**src/rtl/control_fsm.sv**
```systemverilog
// Multicycle RV32I control unit: a Moore FSM that sequences fetch, decode and execute
// and drives every datapath load enable, mux select and memory request.
module control_fsm (
    input  logic       clk,
    input  logic       rst,
    input  logic [6:0] opcode,
    input  logic [2:0] funct3,
    input  logic [6:0] funct7,
    input  logic       br_en,
    input  logic       mem_resp,
    input  logic [1:0] addr_lsb,
    output logic       load_pc,
    output logic       load_ir,
    output logic       load_regfile,
    output logic       load_mar,
    output logic       load_mdr,
    output logic       load_data_out,
    output logic [1:0] pcmux_sel,
    output logic       alumux1_sel,
    output logic [2:0] alumux2_sel,
    output logic [3:0] regfilemux_sel,
    output logic       marmux_sel,
    output logic       cmpmux_sel,
    output logic [2:0] aluop,
    output logic [2:0] cmpop,
    output logic       mem_read,
    output logic       mem_write,
    output logic [3:0] mem_byte_enable
);
    localparam logic [6:0] OP_LUI   = 7'b0110111;
    localparam logic [6:0] OP_AUIPC = 7'b0010111;
    localparam logic [6:0] OP_JAL   = 7'b1101111;
    localparam logic [6:0] OP_JALR  = 7'b1100111;
    localparam logic [6:0] OP_BR    = 7'b1100011;
    localparam logic [6:0] OP_LOAD  = 7'b0000011;
    localparam logic [6:0] OP_STORE = 7'b0100011;
    localparam logic [6:0] OP_IMM   = 7'b0010011;
    localparam logic [6:0] OP_REG   = 7'b0110011;

    localparam logic [2:0] ALU_ADD = 3'd0;
    localparam logic [2:0] ALU_SRA = 3'd2;
    localparam logic [2:0] ALU_SUB = 3'd3;
    localparam logic [2:0] ALU_SRL = 3'd5;

    localparam logic [2:0] F3_ADD  = 3'b000;
    localparam logic [2:0] F3_SLT  = 3'b010;
    localparam logic [2:0] F3_SLTU = 3'b011;
    localparam logic [2:0] F3_SR   = 3'b101;
    localparam logic [2:0] CMP_BLT  = 3'b100;
    localparam logic [2:0] CMP_BLTU = 3'b110;

    typedef enum logic [3:0] {
        S_FETCH1, S_FETCH2, S_FETCH3, S_DECODE, S_IMM, S_REG, S_BR, S_LUI,
        S_AUIPC, S_CALC_ADDR, S_LD1, S_LD2, S_ST1, S_ST2, S_JAL, S_JALR
    } state_e;

    state_e state_q, state_d;

    // Only funct7[5] distinguishes sub/sra from add/srl.
    logic unused_funct7;
    assign unused_funct7 = ^{funct7[6], funct7[4:0]};

    always_ff @(posedge clk) begin
        if (rst) begin
            state_q <= S_FETCH1;
        end else begin
            state_q <= state_d;
        end
    end

    always_comb begin
        state_d         = state_q;
        load_pc         = 1'b0;
        load_ir         = 1'b0;
        load_regfile    = 1'b0;
        load_mar        = 1'b0;
        load_mdr        = 1'b0;
        load_data_out   = 1'b0;
        pcmux_sel       = 2'd0;
        alumux1_sel     = 1'b0;
        alumux2_sel     = 3'd0;
        regfilemux_sel  = 4'd0;
        marmux_sel      = 1'b0;
        cmpmux_sel      = 1'b0;
        aluop           = ALU_ADD;
        cmpop           = 3'd0;
        mem_read        = 1'b0;
        mem_write       = 1'b0;
        mem_byte_enable = 4'b1111;

        case (state_q)
            S_FETCH1: begin
                load_mar = 1'b1;
                state_d  = S_FETCH2;
            end
            S_FETCH2: begin
                mem_read = 1'b1;
                load_mdr = 1'b1;
                if (mem_resp) state_d = S_FETCH3;
            end
            S_FETCH3: begin
                load_ir = 1'b1;
                state_d = S_DECODE;
            end
            S_DECODE: begin
                case (opcode)
                    OP_IMM:            state_d = S_IMM;
                    OP_REG:            state_d = S_REG;
                    OP_BR:             state_d = S_BR;
                    OP_LUI:            state_d = S_LUI;
                    OP_AUIPC:          state_d = S_AUIPC;
                    OP_LOAD, OP_STORE: state_d = S_CALC_ADDR;
                    OP_JAL:            state_d = S_JAL;
                    OP_JALR:           state_d = S_JALR;
                    default: begin
                        // Unrecognised instruction: skip it by advancing pc only.
                        load_pc = 1'b1;
                        state_d = S_FETCH1;
                    end
                endcase
            end
            S_IMM, S_REG: begin
                load_regfile = 1'b1;
                load_pc      = 1'b1;
                state_d      = S_FETCH1;
                if (state_q == S_REG) alumux2_sel = 3'd5;
                if (funct3 == F3_SLT || funct3 == F3_SLTU) begin
                    cmpmux_sel     = (state_q == S_IMM);
                    cmpop          = (funct3 == F3_SLT) ? CMP_BLT : CMP_BLTU;
                    regfilemux_sel = 4'd1;
                end else if (funct3 == F3_ADD) begin
                    aluop = (state_q == S_REG && funct7[5]) ? ALU_SUB : ALU_ADD;
                end else if (funct3 == F3_SR) begin
                    aluop = funct7[5] ? ALU_SRA : ALU_SRL;
                end else begin
                    aluop = funct3;
                end
            end
            S_BR: begin
                cmpop       = funct3;
                alumux1_sel = 1'b1;
                alumux2_sel = 3'd2;
                load_pc     = 1'b1;
                pcmux_sel   = {1'b0, br_en};
                state_d     = S_FETCH1;
            end
            S_LUI: begin
                load_regfile   = 1'b1;
                regfilemux_sel = 4'd2;
                load_pc        = 1'b1;
                state_d        = S_FETCH1;
            end
            S_AUIPC: begin
                alumux1_sel  = 1'b1;
                alumux2_sel  = 3'd1;
                load_regfile = 1'b1;
                load_pc      = 1'b1;
                state_d      = S_FETCH1;
            end
            S_CALC_ADDR: begin
                load_mar   = 1'b1;
                marmux_sel = 1'b1;
                if (opcode == OP_STORE) begin
                    alumux2_sel   = 3'd3;
                    load_data_out = 1'b1;
                    state_d       = S_ST1;
                end else begin
                    state_d = S_LD1;
                end
            end
            S_LD1: begin
                mem_read = 1'b1;
                load_mdr = 1'b1;
                if (mem_resp) state_d = S_LD2;
            end
            S_LD2: begin
                load_regfile = 1'b1;
                load_pc      = 1'b1;
                state_d      = S_FETCH1;
                case (funct3)
                    3'b000:  regfilemux_sel = 4'd5;
                    3'b001:  regfilemux_sel = 4'd7;
                    3'b010:  regfilemux_sel = 4'd3;
                    3'b100:  regfilemux_sel = 4'd6;
                    3'b101:  regfilemux_sel = 4'd8;
                    default: regfilemux_sel = 4'd0;
                endcase
            end
            S_ST1: begin
                mem_write = 1'b1;
                if (mem_resp) state_d = S_ST2;
                case (funct3)
                    3'b000:  mem_byte_enable = 4'b0001 << addr_lsb;
                    3'b001:  mem_byte_enable = 4'b0011 << {addr_lsb[1], 1'b0};
                    default: mem_byte_enable = 4'b1111;
                endcase
            end
            S_ST2: begin
                load_pc = 1'b1;
                state_d = S_FETCH1;
            end
            S_JAL: begin
                regfilemux_sel = 4'd4;
                load_regfile   = 1'b1;
                alumux1_sel    = 1'b1;
                alumux2_sel    = 3'd4;
                load_pc        = 1'b1;
                pcmux_sel      = 2'd1;
                state_d        = S_FETCH1;
            end
            S_JALR: begin
                regfilemux_sel = 4'd4;
                load_regfile   = 1'b1;
                load_pc        = 1'b1;
                pcmux_sel      = 2'd2;
                state_d        = S_FETCH1;
            end
            default: state_d = S_FETCH1;
        endcase

        // Reset must never let a register load or a memory request escape.
        if (rst) begin
            load_pc       = 1'b0;
            load_ir       = 1'b0;
            load_regfile  = 1'b0;
            load_mar      = 1'b0;
            load_mdr      = 1'b0;
            load_data_out = 1'b0;
            mem_read      = 1'b0;
            mem_write     = 1'b0;
        end
    end
endmodule

```
**config.mk**
```make
export PLATFORM = sky130hd
export DESIGN_NAME = control_fsm
export DESIGN_NICKNAME = d
export VERILOG_FILES = /design/src/rtl/control_fsm.sv
export SDC_FILE = /design/constraint.sdc
export NUM_CORES = 1
export LEC_CHECK = 0
export CAP_MARGIN = 20
export CORE_UTILIZATION = 39
export CTS_CLUSTER_SIZE = 30
export DETAILED_ROUTE_END_ITERATION = 8
export PLACE_DENSITY = 0.9
export SETUP_SLACK_MARGIN = 0.05
export SLEW_MARGIN = 10
export SYNTH_ARGS = -nofsm -noshare
export SYNTH_HDL_FRONTEND = slang
export SYNTH_SLANG_ARGS = --single-unit
```
**constraint.sdc**
```tcl
create_clock -name clk -period 1.9 [get_ports clk]
set_input_delay 0.38 -clock clk [delete_from_list [all_inputs] [get_ports clk]]
set_output_delay 0.38 -clock clk [all_outputs]
set_load 0.01 [all_outputs]
```
After elaboration in Yosys (flattened, before gate mapping)
Index checks and enable logic that the tools add are counted.
{"block": "word_totals", "wordCells": 93, "regBits": 4}
{"block": "classes", "eq_ne": 32, "shifts": 2, "muxes": 44, "reduce_logical": 14}
{"op": "case mux 4 bit (8 select lines)", "n": 2}
{"op": "equality test 4 bit, second input constant", "n": 8}
{"op": "two-way mux 3 bit", "n": 8}
{"op": "equality test 7 x 6 -> 1 bit, second input constant", "n": 3}
{"op": "equality test 7 bit, second input constant", "n": 3}
{"op": "two-way mux 1 bit", "n": 20}
{"op": "case mux 4 bit (5 select lines)", "n": 1}
{"op": "OR reduction 9 bit", "n": 2}
{"op": "equality test 4 x 3 -> 1 bit, second input constant", "n": 4}
{"op": "two-way mux 4 bit", "n": 4}
{"op": "case mux 4 bit (4 select lines)", "n": 1}
{"op": "case mux 3 bit (5 select lines)", "n": 1}
{"op": "equality test 7 x 5 -> 1 bit, second input constant", "n": 2}
{"op": "OR reduction 2 bit", "n": 5}
{"op": "equality test 4 x 2 -> 1 bit, second input constant", "n": 2}
{"op": "case mux 4 bit (2 select lines)", "n": 1}
{"op": "equality test 7 x 2 -> 1 bit, second input constant", "n": 1}
{"op": "OR reduction 7 bit", "n": 1}
{"op": "equality test 3 x 2 -> 1 bit, second input constant", "n": 2}
{"op": "equality test 3 bit, second input constant", "n": 2}
{"op": "two-way mux 2 bit", "n": 3}
{"op": "!= test 2 bit, second input constant", "n": 3}
{"op": "case mux 2 bit (3 select lines)", "n": 1}
{"op": "case mux 3 bit (2 select lines)", "n": 1}
{"op": "11 further kinds", "n": 11}

Depth between registers and ports, before layout
{"block": "depth", "word_depth": 6, "mapped_depth": 6}

Worst setup path before layout
No wires, ideal clock.
{"block": "synth_path", "path_type": "register to output", "startpoint": "register state_q[3]", "endpoint": "output port mem_read", "setup_slack_ns": 0.145, "t_arrival_ns": 1.375, "stages_incl_launch_ff": 6, "n_path_buf": 3, "cell_sequence": "dfxtp_1 buf_2 buf_2 a21oi_1 nor3_1 buf_4"}
{"block": "synth_via", "elab_chain_cells": 4}
{"element": "start: declaration", "line_no": "57", "text": "state_e state_q, state_d;"}
{"element": "start signal: assignment", "line_no": "67", "text": "state_q <= state_d;"}
{"element": "equality test 4 bit or equality test 4 x 1 -> 1 bit (tied branches)"}
{"element": "OR reduction 2 bit (no source line) *"}
{"element": "two-way mux 1 bit * (2 in series)"}
{"element": "end: declaration", "line_no": "26", "text": "output logic mem_read,"}
Mark *: on every way between the ends. The rest lies on a longest branch, timed or not.

Final worst setup path
{"block": "layout_path", "startpoint": "register state_q[1]", "endpoint": "output port alumux2_sel[0]"}
{"block": "layout_via", "elab_chain_cells": 3}
{"element": "equality test 4 x 3 -> 1 bit, on equally long branches", "line_no": "91, 126"}
{"element": "two-way mux 3 bit or OR reduction 2 bit (tied branches)", "line_no": "126, 91"}
{"element": "case mux 3 bit (5 select lines) *", "line_no": "91", "text": "case (state_q)"}
{"element": "end: declaration", "line_no": "20", "text": "output logic [2:0] alumux2_sel,"}
Marked as above.

==> results.toml <==
[setup_path]
cp_max_fo = 8
cp_data_required_time_ns = 1.52
timing.critical_path.from_type = "flop"
critical_path_class = "reg -> out"
r2r-end = "state_q[0]$_SDFFE_PP0P_"
rrSetupSlack_ns = 0.12
crit_arrival_ns = 1.60
timing.rr.start = "state_q[1]$_SDFFE_PP0P_"
end_kind = "output pin"
number_of_cells_on_the_worst_reg_to_reg_path = 7

[synthesis]
netlist.top_cell.by_area = "dfxtp_1"
synth.distinct_cells = 42
synth_enable_flop_cells = 0
synth-main-ff-cell = "dfxtp_1"
mappedNetlistNets = 173
synthMostInstantiatedCell = "nor2_1"
netlist_instances = 150
synth_area_sq_um = 943.4
synthTopCellsByArea = "dfxtp_1 (8.5%), nor2_1 (8.0%), nand2_1 (6.4%)"
synth.yosys.seq_area_share_pct = 8.488
ys_warn_count = 0
synth-async-reset-ratio_pct = 0
ys_top_cells_by_count = "nor2_1 (20), nand2_1 (16), a21oi_1 (11)"
synthesis.area_per_instance_sq_um = 6.289
yosysTopAreaCellShare_pct = 8.488
synth.ff_latch_count = 4

[timing]
final_period_minus_worst_setup_slack_ns = 1.979
slew_headroom_pct = 71.34
slew_viol_final = 0
timing.final.setup_violations = 6
worst_slack_ns = -0.07912
actual_slew_at_the_worst_max_slew_pin_ns = 0.4290
max_clock_freq_mhz = 505.3
period_share_pct = 104.2
rsz0062_at_grt = "yes"
finalHoldViolCount = 0
finalClockSkew_ns = 0.0004695
totalNegativeSetupSlack_ns = -0.3021

[placement]
globalplace.congestion = 0.9284
port_buffers = 46
placement_setup_slack_ns = -0.6363
post-dp-hpwl_microns = 3098

[cells_and_area]
antenna_cells_inserted = 0
design.final.nets = 270
drive_gt1_share_pct = 55.10
layout_stage_area_growth_over_the_synthesis_result_pct = 111.0
filler_cell_count = 108
regMostFlops = "state_q"
multi_input_comb_area_sq_um = 993.5
largest_reg_flops = 4
largestRegisters = "state_q (4)"
final-seq-area_sq_um = 95.09

[drt]
viasPerCell = 6.524
detailroute.via_count = 1781
antenna_violation_net_count_after_detailed_routing = 0
drc = 0
post_drt_wl_per_cell_microns = 21.53
dr_iter_0_viols = 103
totalWireLength_microns = 5877
drtPass1Iterations = 5

[power_and_ir_drop]
p_leak_nw = 0.8922
p_total_uw = 463.0
power.clock.fraction_pct = 24.6
power.internal_uw = 281.3
sequential_cell_fraction_of_total_power_pct = 19.5
power.ir.vdd_worst_uv = 313.7
switching_share_pct = 39.25
p_comb_share_pct = 55.9
total_net_switching_power_uw = 181.8
power-per-cell-area_nw_per_um2 = 232.6

[floorplanning]
overall_die_area_sq_um = 2620
floorplan.initialDensity_pct = 41.84
core-area_sq_um = 2255
die-width_microns = 51.19
fp.dieH_microns = 51.19
std_cell_rows = 17
io_pins = 53

[clocking]
cts.reportedPaths.clkPinSlew_ns = 0.04
cts_bufs_inserted = 3
cts.sink_count = 4
clockRootBuffer = "clkbuf_4"
cts_max_level = 1
clock_latency_ns = 0.25
cts.path.max_buffers = 2
cts_tree = "done"

[outcome]
outcome = "complete, but fails checks"
failed_checks = "negative setup slack"

[worst_hold_path]
min_delay_path_depth = 4
holdPathEnd = "state_q[2]$_SDFFE_PP0P_"
timing.hold.worst.class = "in -> reg"
worst_hold_startpoint = "opcode[6]"

[global_routing]
grt_overflow = 0
antenna_violations_before_repair = 0
largest_net_degree_at_the_start_of_global_routing = 12
grt_first_pass_wirelength_microns = 7803
grt.total_usage_pct = 39.83
first_global_vias = 1662

[run]
drv.max_cap_violation_count = 0
## worst max path at each step
stage | from | endpoint | slack, ns
CTS | state_q[3]$_SDFFE_PP0P_ | load_mar | -0.06
global placement | opcode[6] | alumux2_sel[1] | -0.58
floorplan | state_q[3]$_SDFFE_PP0P_ | mem_read | 0.15
finish | state_q[1]$_SDFFE_PP0P_ | alumux2_sel[0] | -0.08
global route | state_q[1]$_SDFFE_PP0P_ | alumux2_sel[0] | -0.12
detailed placement | opcode[6] | alumux2_sel[1] | -0.64
## final cells by class
class / count / area share, %
repair buffers: 108 / 41.86
inverters: 3 / 0.5657
clock buffers: 3 / 1.131
multi-input cells: 127 / 49.91
well taps: 28 / 1.760
flip-flops and latches: 4 / 4.777
## routing by layer
layer | part of all wire, % | GRT usage (%) | vias to the layer above
li1 | - | - | 737
met1 | 38 | 43.39 | 818
met2 | 46 | 69.96 | 181
met3 | 9.9 | 4.464 | 45
met4 | 6.1 | 29.63 | 0
met5 | 0 | 0 | -
## metrics by stage
step / hold WS, ns / instances / utilization (%) / instance area [sq um]
after floorplan: 0.6004 / 150 / - / 943.4
after global placement: 0.7314 / 252 / 74.25 / 1674
after detailed placement: 0.7808 / 252 / 74.25 / 1674
after CTS: 0.7335 / 265 / 80.97 / 1826
after global routing: 0.7662 / 273 / 88.29 / 1991
final: 0.7126 / 273 / 88.29 / 1991
## worst max-delay path, stage by stage (launching register included)
cell and delay, ns:
dfxtp_4 0.38, buf_6 0.14, nor2_4 0.08, and3_4 0.18
nand4_1 0.11, buf_4 0.17, buf_6 0.11, o21ai_2 0.04
buf_2 0.14
## power by group through the flow
stage | Clock, mW | Combinational (mW) | Sequential, mW
after global routing | 0.122 | 0.269 | 0.0903
after CTS | 0.110 | 0.208 | 0.0882
final | 0.114 | 0.259 | 0.0901
after floorplan | 0 | 0.0951 | 0.0900
after global placement | 0 | 0.177 | 0.0942
after detailed placement | 0 | 0.189 | 0.0950
## what timing repair did
action | CTS | global route
endpoints found under the setup margin | 31 | 26
buffers inserted | 9 | 8
cloned | 1 | 0
pin swaps | 9 | 22
resized for setup | 153 | 47
hold buffers | 0 | 0
## cells in the final DEF (no fill, tap or decap), types with 5 or more instances in the layout
master	netlist	routed
clkbuf_2	0	5
buf_6	1	14
dlygate4sd2_1	0	12
a21oi_1	11	7
nand2_1	16	16
o21ai_1	1	6
nor2_1	20	14
buf_2	7	22
buf_4	5	47
## cell families after synthesis
group	share of synthesized area, %
and+or+nand+nor	46.15
DFF	8.488
buffers and inverters	11.27
xor gates and xnor gates	2.786
AOI/OAI and AO/OA	31.30
(Power assumes the default switching activity.)
